[src/rtl/semaforo_controlador_if.sv]
// semaforo_controlador_if: control/status bundle of the vehicle-light sequencer
//   ENB        enable; 0 freezes the sequencer
//   Solicitud  pedestrian request (level or single-cycle pulse)
//   SemaforoA  approach A colour (0 red, 1 yellow, 2 green)
//   SemaforoB  approach B colour, same encoding
//   Cambio     one-cycle pulse after every phase transition
// master: the sequencer itself; slave: whoever drives ENB/Solicitud and consumes the colours.
interface semaforo_controlador_if;
    logic       ENB;
    logic       Solicitud;
    logic [1:0] SemaforoA;
    logic [1:0] SemaforoB;
    logic       Cambio;
    modport master (input ENB, Solicitud, output SemaforoA, SemaforoB, Cambio);
    modport slave (output ENB, Solicitud, input SemaforoA, SemaforoB, Cambio);
endinterface

[src/rtl/semaforo_controlador.sv]
// semaforo_controlador: fixed-time six-phase two-approach vehicle-light sequencer
//   clk  rising-edge system clock
//   RST  asynchronous active-low reset
//   bus  semaforo_controlador_if.master: ENB, Solicitud in; SemaforoA, SemaforoB, Cambio out
// Green phases end early once a pedestrian request is pending and the minimum green has elapsed.
module semaforo_controlador #(
    parameter int unsigned T_VERDE     = 10,
    parameter int unsigned T_VERDE_MIN = 4,
    parameter int unsigned T_AMARILLO  = 3,
    parameter int unsigned T_ROJO      = 2,
    parameter int unsigned ANCHO       = 8
) (
    input logic                    clk,
    input logic                    RST,
    semaforo_controlador_if.master bus
);
    typedef enum logic [2:0] {
        ROJO_AB    = 3'd0,
        A_VERDE    = 3'd1,
        A_AMARILLO = 3'd2,
        ROJO_BA    = 3'd3,
        B_VERDE    = 3'd4,
        B_AMARILLO = 3'd5
    } fase_t;

    localparam logic [ANCHO-1:0] VERDE_FIN    = ANCHO'(T_VERDE - 1);
    localparam logic [ANCHO-1:0] VERDE_MIN    = ANCHO'(T_VERDE_MIN - 1);
    localparam logic [ANCHO-1:0] AMARILLO_FIN = ANCHO'(T_AMARILLO - 1);
    localparam logic [ANCHO-1:0] ROJO_FIN     = ANCHO'(T_ROJO - 1);
    localparam logic [ANCHO-1:0] UNO          = ANCHO'(1);

    fase_t            fase_q, fase_d, sig;
    logic [ANCHO-1:0] cnt_q, cnt_d;
    logic             req_q, req_d;
    logic [1:0]       sem_a_q, sem_a_d, sem_b_q, sem_b_d;
    logic             cambio_q, cambio_d;
    logic             pend, verde_fin, fin, ilegal, avanza;

    always_ff @(posedge clk or negedge RST) begin
        if (!RST) begin
            fase_q   <= ROJO_AB;
            cnt_q    <= '0;
            req_q    <= 1'b0;
            sem_a_q  <= 2'd0;
            sem_b_q  <= 2'd0;
            cambio_q <= 1'b0;
        end else begin
            fase_q   <= fase_d;
            cnt_q    <= cnt_d;
            req_q    <= req_d;
            sem_a_q  <= sem_a_d;
            sem_b_q  <= sem_b_d;
            cambio_q <= cambio_d;
        end
    end

    always_comb begin
        pend      = req_q | bus.Solicitud;
        verde_fin = (cnt_q == VERDE_FIN) | (pend & (cnt_q >= VERDE_MIN));
        ilegal    = 1'b0;
        case (fase_q)
            ROJO_AB:    begin fin = cnt_q == ROJO_FIN;     sig = A_VERDE;    end
            A_VERDE:    begin fin = verde_fin;             sig = A_AMARILLO; end
            A_AMARILLO: begin fin = cnt_q == AMARILLO_FIN; sig = ROJO_BA;    end
            ROJO_BA:    begin fin = cnt_q == ROJO_FIN;     sig = B_VERDE;    end
            B_VERDE:    begin fin = verde_fin;             sig = B_AMARILLO; end
            B_AMARILLO: begin fin = cnt_q == AMARILLO_FIN; sig = ROJO_AB;    end
            default:    begin fin = 1'b1; sig = ROJO_AB; ilegal = 1'b1;    end
        endcase
        // Unused encodings recover even while frozen.
        avanza = ilegal | (bus.ENB & fin);
        fase_d = avanza ? sig : fase_q;
        cnt_d  = avanza ? '0 : (bus.ENB ? cnt_q + UNO : cnt_q);
        // A request arriving on the edge that enters all-red survives the clear.
        req_d  = bus.Solicitud | (req_q & ~(avanza & (sig == ROJO_AB || sig == ROJO_BA)));
    end

    // Colours are decoded from the next phase so the registered outputs track fase_q exactly.
    always_comb begin
        sem_a_d  = 2'd0;
        sem_b_d  = 2'd0;
        case (fase_d)
            A_VERDE:    sem_a_d = 2'd2;
            A_AMARILLO: sem_a_d = 2'd1;
            B_VERDE:    sem_b_d = 2'd2;
            B_AMARILLO: sem_b_d = 2'd1;
            default:    sem_a_d = 2'd0;
        endcase
        cambio_d = bus.ENB & avanza;
    end

    assign bus.SemaforoA = sem_a_q;
    assign bus.SemaforoB = sem_b_q;
    assign bus.Cambio    = cambio_q;
endmodule

[src/flat_wrapper.sv]
// flat-port wrapper written by rule: the top's interface ports become plain ports
module semaforo_controlador_flat 
#(
    parameter int unsigned T_VERDE     = 10,
    parameter int unsigned T_VERDE_MIN = 4,
    parameter int unsigned T_AMARILLO  = 3,
    parameter int unsigned T_ROJO      = 2,
    parameter int unsigned ANCHO       = 8
)
  (clk, RST, bus_ENB, bus_Solicitud, bus_SemaforoA, bus_SemaforoB, bus_Cambio);
  semaforo_controlador_if bus_i ();
  input logic clk;
  input logic RST;
  input wire logic [$bits(bus_i.ENB)-1:0] bus_ENB;
  input wire logic [$bits(bus_i.Solicitud)-1:0] bus_Solicitud;
  output wire logic [$bits(bus_i.SemaforoA)-1:0] bus_SemaforoA;
  output wire logic [$bits(bus_i.SemaforoB)-1:0] bus_SemaforoB;
  output wire logic [$bits(bus_i.Cambio)-1:0] bus_Cambio;
  assign bus_i.ENB = bus_ENB;
  assign bus_i.Solicitud = bus_Solicitud;
  assign bus_SemaforoA = bus_i.SemaforoA;
  assign bus_SemaforoB = bus_i.SemaforoB;
  assign bus_Cambio = bus_i.Cambio;
  semaforo_controlador #(.T_VERDE(T_VERDE), .T_VERDE_MIN(T_VERDE_MIN), .T_AMARILLO(T_AMARILLO), .T_ROJO(T_ROJO), .ANCHO(ANCHO)) u_core (.clk(clk), .RST(RST), .bus(bus_i));
endmodule
[config.mk]
export PLATFORM = sky130hd
export DESIGN_NAME = semaforo_controlador_flat
export DESIGN_NICKNAME = d
export VERILOG_FILES = /design/src/rtl/semaforo_controlador_if.sv /design/src/rtl/semaforo_controlador.sv /design/src/flat_wrapper.sv
export SDC_FILE = /design/constraint.sdc
export NUM_CORES = 1
export LEC_CHECK = 0
export ABC_AREA = 1
export BUFFER_PORTS_ARGS = -buffer_cell sky130_fd_sc_hd__buf_2
export CORE_MARGIN = 4
export CORE_UTILIZATION = 60
export DETAILED_ROUTE_END_ITERATION = 8
export PLACE_DENSITY = 0.81
export SYNTH_ARGS = -nofsm -noshare
export SYNTH_HDL_FRONTEND = slang
export SYNTH_SLANG_ARGS = --single-unit
[constraint.sdc]
create_clock -name clk -period 4 [get_ports clk]
set_input_delay 0 -clock clk [delete_from_list [all_inputs] [get_ports clk]]
set_output_delay 0 -clock clk [all_outputs]
set_load 0.02 [all_outputs]
==> metrics.txt <==
WL/cell 11.8 um; Inserted Clock Buffers 3; top cell type's share of synthesized area 47.6%; Yosys reg bits 17; CTS tree built; vias in the first global route 689; number of DRC markers in iteration 0 12; peak supply drop 0.000477 V; worst slack, placed 2.30 ns; RSZ-0062 raised after global routing false; layout net count 131; FILL cells 105; r2r setup slk 2.24 ns; Top Family by Delay on Critical Path simple AND/OR/NAND/NOR gates; slowest stage cell, crit path dfrtp_1; sequential element share of the synthesized area 47.6%; Min-Delay Path Class input port to flip-flop; syn_nets 116; Slew headroom 74.5%; footprint of the multi-input gates 412 um^2; DP Wirelength 1220 um; Yosys cell types 23; PnR worst setup slack 2.24 ns; Total GRT Usage 18.0%; Avg Cell Area, Syn 8.12 um^2; MaxCap Viol Count 0; Setup Viol. Count Final 0; root buffer cell clkbuf_4; Die Ht 46.6 um; total wire length 1640 um; # rows 13; Clock Path Buffers 2; Crit path required time 4.21 ns; Synthesis Warnings 0; antenna-violating nets left 0; Via Count 712; Mapped Cells 110; Startpoint Class flip-flop; Storage cell area 425 um^2; total congestion overflow 0; io pins 9; Final Critical Period 1.76 ns; first-pass GRT wire length 2780 um; synthesized area 893 um^2; Initial Utilization 66.2%; leak pwr 0.538 nW; area delta synth->final 11.8%; status finished, final reports clean; max incr delay on CP 0.46 ns; ratio of cells with drive above 1 in the final layout 23.4%; GPL Wtd Cong 0.881; via/cell ratio 5.12; Core Area 1350 um^2; antenna violations before repair 0; crit path kind flip-flop to flip-flop; crit path cell chain ha_1 -> inv_1 -> nand2_1 -> o21ai_1 -> nand2_1 -> nand2_1 -> nand2_4 -> nand2_4 -> nand2_1 -> nand2_2 -> nand2_2 -> nor2_1; Clk pin slew, worst setup/hold paths 0.10 ns; CTS H-tree depth 1; die area 2170 um^2; largest net degree at the start of global routing 18; crit path DAT 1.97 ns; fin. max-slew vios 0; setup tns final 0 ns; final core occ 74.0%; final hold violation count 0; CTS resizes 0; CP Max Fanout 8; DRC Markers 0; top post-synthesis cells by area dfrtp_1, nand2_1, nor2_1, inv_1, nand2_2; buffers and inverters on the worst path 1; leading area contributor after synthesis dfrtp_1; Power Dens Cells 788 nW/um^2; Clock Skew 0.0104 ns; drt pass-1 iters 5; Final period util 44.1%; total power 0.787 mW; CP Capture Type flip-flop; clock sink count 17; n_diodes 0; Post-CTS Setup Bufs 0; clk_lat worst skew 0.28 ns; transition time of the tightest slew-check pin 0.382 ns; # port buffers 8; critical path's most frequent cell nand2_1; Die Width 46.6 um; fmax 567 MHz
-- cells by family (layout without fill, tap and decap cells) --
logic type,after synthesis,count (layout),synth area share [%]
xor gates and xnor gates,2,2,1.96
DFF,17,17,47.6
adders and majority gates,2,2,2.80
and+or+nand+nor,62,62,34.0
AOI/OAI and AO/OA,12,12,7.28
buffers and inverters,15,29,6.30
-- flip-flops by register name (all words and copies together) (netlist names) --
register              flops
u_core.cnt_q              8
u_core.fase_q             3
u_core.bus.SemaforoA      2
u_core.bus.SemaforoB      2
u_core.bus.Cambio         1
u_core.req_q              1
-- power by group --
part           leakage, nW  switching (mW)  internal (mW)
Combinational        0.303           0.284          0.141
Sequential           0.220          0.0433          0.229
Clock               0.0150          0.0505         0.0386
-- placed cells by master, fill, tap and decap left out, types with 2 or more instances in the layout --
master,count
a21oi_1,4
buf_2,8
clkbuf_4,3
dfrtp_1,17
dlygate4sd3_1,2
ha_1,2
inv_1,12
inv_2,3
nand2_1,23
nand2_2,6
nand2_4,2
nand3_1,6
nor2_1,15
nor2_2,2
nor3_1,2
nor3_2,2
o21ai_0,5
-- through the flow --
stage,instance area [um^2],hold slack (ns),cells
final,998,0.0911,139
after global placement,952,-0.0660,133
after floorplan,893,-0.296,110
after global routing,998,0.127,139
after CTS,998,0.0925,139
after detailed placement,952,-0.0600,133
-- layout make-up --
cell class,instances,area share [%]
Multi-Input combinational cell,78,41.2
Clock buffer,4,2.63
Sequential cell,17,42.6
Timing Repair Buffer,10,6.02
Inverter,15,5.64
Tap cell,15,1.88
-- repair_timing --
| action | in CTS | in global routing |
|---|---|---|
| endpoints found under the hold margin | 18 | 0 |
| setup endpoints to repair | 0 | 0 |
| hold buffers | 2 | 0 |
-- worst min-delay path: stages --
cell     delay (ns)
buf_2          0.08
inv_1          0.04
nand2_1        0.06
o21ai_0        0.11
inv_1          0.06
-- path summary, 6_finish.rpt --
kind	end	start	cells after the start
min in group asynchronous	u_core.bus.Cambio	RST	2
hold reg to reg	u_core.cnt_q[7]	u_core.cnt_q[7]	2
setup / recovery	u_core.bus.SemaforoB[0]	u_core.cnt_q[0]	12
hold / removal	u_core.req_q	bus_Solicitud	5
max in group asynchronous	u_core.bus.SemaforoB[0]	RST	2
setup reg to reg	u_core.bus.SemaforoB[0]	u_core.cnt_q[0]	12
-- metal layers --
layer | GRT usage, % | share of wire, % | vias to the layer above
li1 | - | - | 371
met1 | 23.0 | 47 | 322
met2 | 30.5 | 48 | 17
met3 | 3.52 | 4.0 | 2
met4 | 5.11 | 0.61 | 0
met5 | 0 | 0 | -
-- Yosys cell counts --
| master | n |
|---|---|
| nor3b_1 | 1 |
| dfrtp_1 | 17 |
| nor2_1 | 15 |
| nand3b_1 | 1 |
| o22ai_1 | 1 |
| ha_1 | 2 |
| nor3_2 | 2 |
| nand2_1 | 23 |
| or2_2 | 1 |
| inv_1 | 12 |
| a21oi_1 | 4 |
| xnor2_1 | 1 |
| o21ai_0 | 5 |
| and3_2 | 1 |
| inv_2 | 3 |
| nand3_1 | 6 |
| nand2_4 | 2 |
| o21ai_2 | 1 |
| nand2_2 | 6 |
| o21ai_1 | 1 |
| nor2_2 | 2 |
| xor2_1 | 1 |
| nor3_1 | 2 |
Note: power is estimated with default switching activity, not from simulation.
